<file path="src/rtl/axi_master_bridge.sv">
// AXI4 initiator: turns one core-side burst request into a single AXI read or
// write burst on a 32-bit bus, with streaming beat interfaces on the core side.
//
// state  | meaning
// -------+------------------------------------------------------------
// IDLE   | ready for a core request; address/len/err latched on accept
// AR     | read address offered, waiting for ARREADY_M
// R      | read beats pass through to the core, beats counted
// AW     | write address offered, waiting for AWREADY_M
// W      | write beats pass through from the core, WLAST on beat len
// B      | waiting for the write response
// DONE   | one-cycle completion pulse with accumulated error
module axi_master_bridge #(
   parameter int ID_BITS   = 4,
   parameter int MASTER_ID = 0
) (
   input  logic               ACLK,
   input  logic               ARESET,
   input  logic               req_valid,
   output logic               req_ready,
   input  logic               req_write,
   input  logic [31:0]        req_addr,
   input  logic [3:0]         req_len,
   input  logic               wd_valid,
   output logic               wd_ready,
   input  logic [31:0]        wd_data,
   input  logic [3:0]         wd_strb,
   output logic               rd_valid,
   input  logic               rd_ready,
   output logic [31:0]        rd_data,
   output logic               rd_last,
   output logic               resp_valid,
   output logic               resp_err,
   output logic [ID_BITS-1:0] AWID_M,
   output logic [31:0]        AWADDR_M,
   output logic [3:0]         AWLEN_M,
   output logic [2:0]         AWSIZE_M,
   output logic [1:0]         AWBURST_M,
   output logic               AWVALID_M,
   input  logic               AWREADY_M,
   output logic [31:0]        WDATA_M,
   output logic [3:0]         WSTRB_M,
   output logic               WLAST_M,
   output logic               WVALID_M,
   input  logic               WREADY_M,
   input  logic [ID_BITS-1:0] BID_M,
   input  logic [1:0]         BRESP_M,
   input  logic               BVALID_M,
   output logic               BREADY_M,
   output logic [ID_BITS-1:0] ARID_M,
   output logic [31:0]        ARADDR_M,
   output logic [3:0]         ARLEN_M,
   output logic [2:0]         ARSIZE_M,
   output logic [1:0]         ARBURST_M,
   output logic               ARVALID_M,
   input  logic               ARREADY_M,
   input  logic [ID_BITS-1:0] RID_M,
   input  logic [31:0]        RDATA_M,
   input  logic [1:0]         RRESP_M,
   input  logic               RLAST_M,
   input  logic               RVALID_M,
   output logic               RREADY_M
);

   localparam logic [ID_BITS-1:0] MID = ID_BITS'(MASTER_ID);

   typedef enum logic [2:0] {
      S_IDLE, S_AR, S_R, S_AW, S_W, S_B, S_DONE
   } state_t;

   state_t      state_q;
   logic [31:0] addr_q;
   logic [3:0]  len_q;
   logic [3:0]  beat_cnt_q;
   logic        err_q;

   logic last_beat;
   logic w_hs;
   logic r_hs;

   assign last_beat = (beat_cnt_q == len_q);
   assign w_hs      = (state_q == S_W) && wd_valid && WREADY_M;
   assign r_hs      = (state_q == S_R) && RVALID_M && rd_ready;

   always_ff @(posedge ACLK) begin
      if (ARESET) begin
         state_q    <= S_IDLE;
         addr_q     <= '0;
         len_q      <= '0;
         beat_cnt_q <= '0;
         err_q      <= 1'b0;
      end else begin
         case (state_q)
            S_IDLE: if (req_valid) begin
               addr_q     <= req_addr & 32'hFFFF_FFFC;
               len_q      <= req_len;
               beat_cnt_q <= '0;
               err_q      <= 1'b0;
               state_q    <= req_write ? S_AW : S_AR;
            end
            S_AW: if (AWREADY_M) state_q <= S_W;
            S_W: if (w_hs) begin
               beat_cnt_q <= beat_cnt_q + 4'd1;
               if (last_beat) state_q <= S_B;
            end
            S_B: if (BVALID_M) begin
               err_q   <= err_q | (BRESP_M != 2'b00) | (BID_M != MID);
               state_q <= S_DONE;
            end
            S_AR: if (ARREADY_M) state_q <= S_R;
            // The beat count, not RLAST_M, ends the burst; a misplaced RLAST_M only flags an error.
            S_R: if (r_hs) begin
               beat_cnt_q <= beat_cnt_q + 4'd1;
               err_q      <= err_q | (RRESP_M != 2'b00) | (RID_M != MID) | (RLAST_M != last_beat);
               if (last_beat) state_q <= S_DONE;
            end
            S_DONE:  state_q <= S_IDLE;
            default: state_q <= S_IDLE;
         endcase
      end
   end

   assign req_ready  = (state_q == S_IDLE);
   assign resp_valid = (state_q == S_DONE);
   assign resp_err   = (state_q == S_DONE) && err_q;

   assign AWID_M    = MID;
   assign AWADDR_M  = addr_q;
   assign AWLEN_M   = len_q;
   assign AWSIZE_M  = 3'b010;
   assign AWBURST_M = 2'b01;
   assign AWVALID_M = (state_q == S_AW);

   assign WDATA_M  = wd_data;
   assign WSTRB_M  = wd_strb;
   assign WLAST_M  = (state_q == S_W) && last_beat;
   assign WVALID_M = (state_q == S_W) && wd_valid;
   assign wd_ready = (state_q == S_W) && WREADY_M;
   assign BREADY_M = (state_q == S_B);

   assign ARID_M    = MID;
   assign ARADDR_M  = addr_q;
   assign ARLEN_M   = len_q;
   assign ARSIZE_M  = 3'b010;
   assign ARBURST_M = 2'b01;
   assign ARVALID_M = (state_q == S_AR);

   assign RREADY_M = (state_q == S_R) && rd_ready;
   assign rd_valid = (state_q == S_R) && RVALID_M;
   assign rd_data  = RDATA_M;
   assign rd_last  = (state_q == S_R) && RLAST_M;

endmodule

</file>
<file path="config.mk">
export PLATFORM = sky130hd
export DESIGN_NAME = axi_master_bridge
export DESIGN_NICKNAME = d
export VERILOG_FILES = /design/src/rtl/axi_master_bridge.sv
export SDC_FILE = /design/constraint.sdc
export NUM_CORES = 1
export LEC_CHECK = 0
export ABC_AREA = 1
export CORE_AREA = 2 2 116 118
export CTS_CLUSTER_DIAMETER = 60
export DETAILED_ROUTE_END_ITERATION = 12
export DIE_AREA = 0 0 118 120
export GPL_TIMING_DRIVEN = 0
export PLACE_DENSITY = 0.75
export SLEW_MARGIN = 10
export SYNTH_ARGS = -nofsm -noshare
export SYNTH_HDL_FRONTEND = slang
export SYNTH_SLANG_ARGS = --single-unit
</file>
<file path="constraint.sdc">
create_clock -name ACLK -period 3.8 [get_ports ACLK]
set_input_delay 0.76 -clock ACLK [delete_from_list [all_inputs] [get_ports ACLK]]
set_output_delay 0.76 -clock ACLK [all_outputs]
set_load 0.1 [all_outputs]
</file>
# --- After elaboration in Yosys (flattened, before gate mapping) ---
# Cells that the tools add are included.
totals:
  output_inout_bits: 170
  ff_bits: 42
  inputBits: 128
op_classes:
  bitwise: 5
  n_eq_ne: 16
  n_reduce_logical: 20
  add_sub_neg: 1
  mux: 18
ops:
  columns: ["cell", "n"]
  rows:
  - ["$mux 3", 8]
  - ["$pmux 3 s6", 1]
  - ["$mux 4", 3]
  - ["$ne 2x2->1 const B", 6]
  - ["$pmux 4 s3", 1]
  - ["$eq 3x3->1 const B", 3]
  - ["$logic_and 1x1->1", 9]
  - ["$reduce_and 4->1", 2]
  - ["$reduce_and 8->1", 1]
  - ["$reduce_bool 4->1", 2]
  - ["$eq 3x2->1 const B", 2]
  - ["$reduce_bool 3->1", 2]
  - ["$or 1x1->1", 5]
  - ["$add 4x1->4 const B", 1]
  - ["$eq 4x4->1", 1]
  - ["$ne 2x1->1 const B", 2]
  - ["$reduce_bool 2->1", 2]
  - ["$eq 3x1->1 const B", 1]
  - ["$logic_not 3->1", 1]
  - ["$mux 1", 3]
  - ["$pmux 1 s3", 1]
  - ["$mux 2", 1]
  - ["$reduce_and 2->1", 1]
  - ["$ne 1x1->1", 1]

# --- Longest topological paths before layout ---
depth:
  word_depth: 6
  ltp_mapped: 11
  ltp_nobuf: 10

# --- Worst setup path after synthesis ---
# No wires, ideal clock.
synth_path:
  kind: "register -> output"
  start: "register len_q[1], in the netlist ARLEN_M[1]"
  end: "output port WLAST_M"
  n_path_buf: 0
  arrival_time_ps: 2699
  path_stages_with_launch: 7
  setup_slack_ps: 341
  path_cell_list: "dfxtp_1 -> inv_1 -> nand2_1 -> nand2_1 -> nor2_1 -> nand2_1 -> nor2_1"
synth_via:
  elab_chain_len: 2
synth_lines:
  columns: ["element", "line_no", "rtl"]
  rows:
  - ["start: declaration", "73", "logic [3:0] len_q;"]
  - ["start signal: assignment", "96", "len_q <= req_len;"]
  - ["$eq 4x4->1", "81", "assign last_beat = (beat_cnt_q == len_q);"]
  - ["$logic_and 1x1->1", "136", "assign WLAST_M = (state_q == S_W) && last_beat;"]
  - ["end: declaration", "43", "output logic WLAST_M,"]
# No other way between the ends.

# --- Worst setup path in the final report ---
layout_path:
  start: "input port RVALID_M"
  end: "output port rd_valid"
layout_via:
  elab_chain_len: 1
layout_lines:
  columns: ["element", "line_no", "rtl"]
  rows:
  - ["start: declaration", "61", "input logic RVALID_M,"]
  - ["$logic_and 1x1->1", "149", "assign rd_valid = (state_q == S_R) && RVALID_M;"]
  - ["end: declaration", "28", "output logic rd_valid,"]
# No other way between the ends.

==> qor.csv <==
metric,value,unit
outcome,"finished, final reports clean",
Worst Path Arrival,2.59,ns
"area leader, netlist",buf_4,
PortBufs,204,
via count,3186,
First DRT Iteration DRCs,105,
r2r worst-path depth,9,
DRC,0,
area share of fa/ha/maj cells after synthesis,0.00416,
min-delay worst type,flop to flop,
post-CTS setup buffers,0,
chip width,118,µm
vias in the first global route,3032,
largest net degree at the start of global routing,14,
Netlist cell types,25,
DP Wirelength,8.27,mm
CTS H-tree depth,2,
Reg power frac,0.150,
clk_skew,0.00578,ns
Routed Antenna Nets,0,
Clk network pwr share,0.133,
Pwr per Cell Area,774,nW/µm²
Leakage,0.00244,µW
mux cell area share after synthesis,0,
Synth Cell Area,3010,µm²
die height,120,µm
Routability Congestion,0.810,
Initial Util,0.232,
Hold Path Depth,2,
Skew-Pair Late Insertion Delay,0.28,ns
Core Box Area,13000,µm²
layout cells sized above 1,0.280,
Post-Synth XOR/XNOR Area,0.00583,
setup violators final,0,
Slew Limit Fails,0,
floorplan die area,14200,µm²
clk buf depth,2,
drt pass-1 iters,4,
"commonest non-fill, non-tap cell in the layout",clkdlybuf4s50_1,
post-cts gate resize count,0,
slew margin rel.,0.329,
Root Buffer,clkbuf_16,
Avg WL per Cell,12.0,µm
row cnt,42,
post-synth top area share,0.310,
P_sw,2570,µW
Hold WS,0.476,ns
largest family of logic cells by synthesized area,buffers and inverters,
RSZ-0062 raised after global routing,false,
number of diodes,0,
hold violation count in the final report,0,
Area Growth Syn to Fin,84.4,%
I/O pin cnt,298,
Peak supply drop,0.000535,V
fmax,299,MHz
WS Path Type,input port to output port,
Reg area,841,µm²
sequential share of the synthesized area,0.280,
CTS tree,done,
crit path time final,3.35,ns
synth top area cells,"buf_4 31%, dfxtp_1 28%, nand2_1 7.6%, nand3_1 6.3%, a21oi_1 4.8%",
Filler Cells Inserted,1308,
first-pass GRT wire length,14.6,mm
Startpoint Class,input port,
CP Max Fanout,3,
vias per std cell,3.87,
Finished Cell Area,5540,µm²
switching part of the total,0.600,
Slew @ Worst Pin,1.00,ns
Mapped Cells,415,
hold_buf cts,0,
antenna violations before repair,0,
Final period util,0.881,
WL final,9.91,mm
"Warnings, synthesis",0,
Inserted Clock Buffers,5,
nets@finish,775,
most frequent cells in the layout,"204 x clkdlybuf4s50_1, 124 x buf_4, 61 x nand2_1",
clock net sink count,42,
All-Layer GR Usage,0.129,
logic gate share of total power,0.716,
Multi-input gate area,1110,µm²
post-synthesis compound-gate area fraction,0.0903,
Syn Area/Cell,7.24,µm²
setup tns final,0,ns
Setup crit end kind,output port,
total congestion overflow,0,
"Reg clk slew, reported paths",0.06,ns
P_int,1710,µW
CP required,3.04,ns
Final Power,4290,µW
post-layout util,0.427,
Simple-Gate Fraction of Synth Area,0.243,
max-cap viol count,0,
Yosys reg bits,42,
Placed Area,5340,µm²
[cell usage after synthesis]
cell	count
buf_4	124
nand2_4	2
nor3_1	3
o21ai_2	1
conb_1	2
nor2_4	4
a21oi_2	10
o21ai_0	6
nor2_1	22
nor4_1	1
nand4_1	3
inv_1	25
buf_2	7
nand3_1	38
dfxtp_1	42
ha_1	1
buf_6	2
a21oi_1	29
nand2_1	61
nor2_2	1
clkbuf_1	7
xor2_1	2
nand2_2	15
inv_2	5
nand3_2	2
[per-stage QoR]
stage	std cells	setup slack [ns]
after floorplan	435	0.341
after global placement	815	0.444
after detailed placement	815	0.442
after CTS	823	0.440
after global routing	823	0.348
final	823	0.453
[sequential cells by signal, indices dropped and copies added, names as in the netlist]
name / count
ARADDR_M: 30
beat_cnt_q: 4
ARLEN_M: 4
state_q: 3
err_q: 1
[worst paths after layout]
path,to,slack [ns],startpoint
worst min register to register,ARADDR_M[31],0.48,ARADDR_M[31]
worst max-delay path,rd_valid,0.45,RVALID_M
worst min-delay path,ARADDR_M[31],0.48,ARADDR_M[31]
worst max register to register,ARADDR_M[12],2.29,state_q[1]
[routing by layer]
layer / vias up / track usage / routed length (µm)
li1: 1625 / - / -
met1: 1390 / 0.139 / 3820
met2: 167 / 0.243 / 5090
met3: 4 / 0.0423 / 929
met4: 0 / 0.0271 / 66
met5: - / 0 / 0
[power by group through the flow]
stage	Sequential (µW)	Clock (µW)	Combinational (µW)
final	645	572	3070
after global routing	661	607	3210
after CTS	649	590	3090
after detailed placement	655	0	3090
after global placement	654	0	3080
after floorplan	1200	0	1890
[cell families (layout without fill, tap and decap cells)]
family,Yosys count,after routing
simple gates,152,152
fa+ha+maj,1,1
flops,42,42
xor+xnor,2,2
other cells,2,22
compound gates,46,46
buf+inv,170,382
[final cells by class]
class / instances / share of cell area
clock inverter: 2 / 0.0108
tap: 176 / 0.0397
timing repair buffer: 204 / 0.368
buffer: 140 / 0.183
multi-input combinational: 223 / 0.201
sequential: 42 / 0.152
clock buffer: 6 / 0.0251
inverter: 30 / 0.0203
[critical path: stages]
cell             delay, ns
clkdlybuf4s50_1       0.54
inv_1                 0.06
nor2_1                0.09
clkdlybuf4s50_1       1.13
Power figures use the tool's default switching activity.
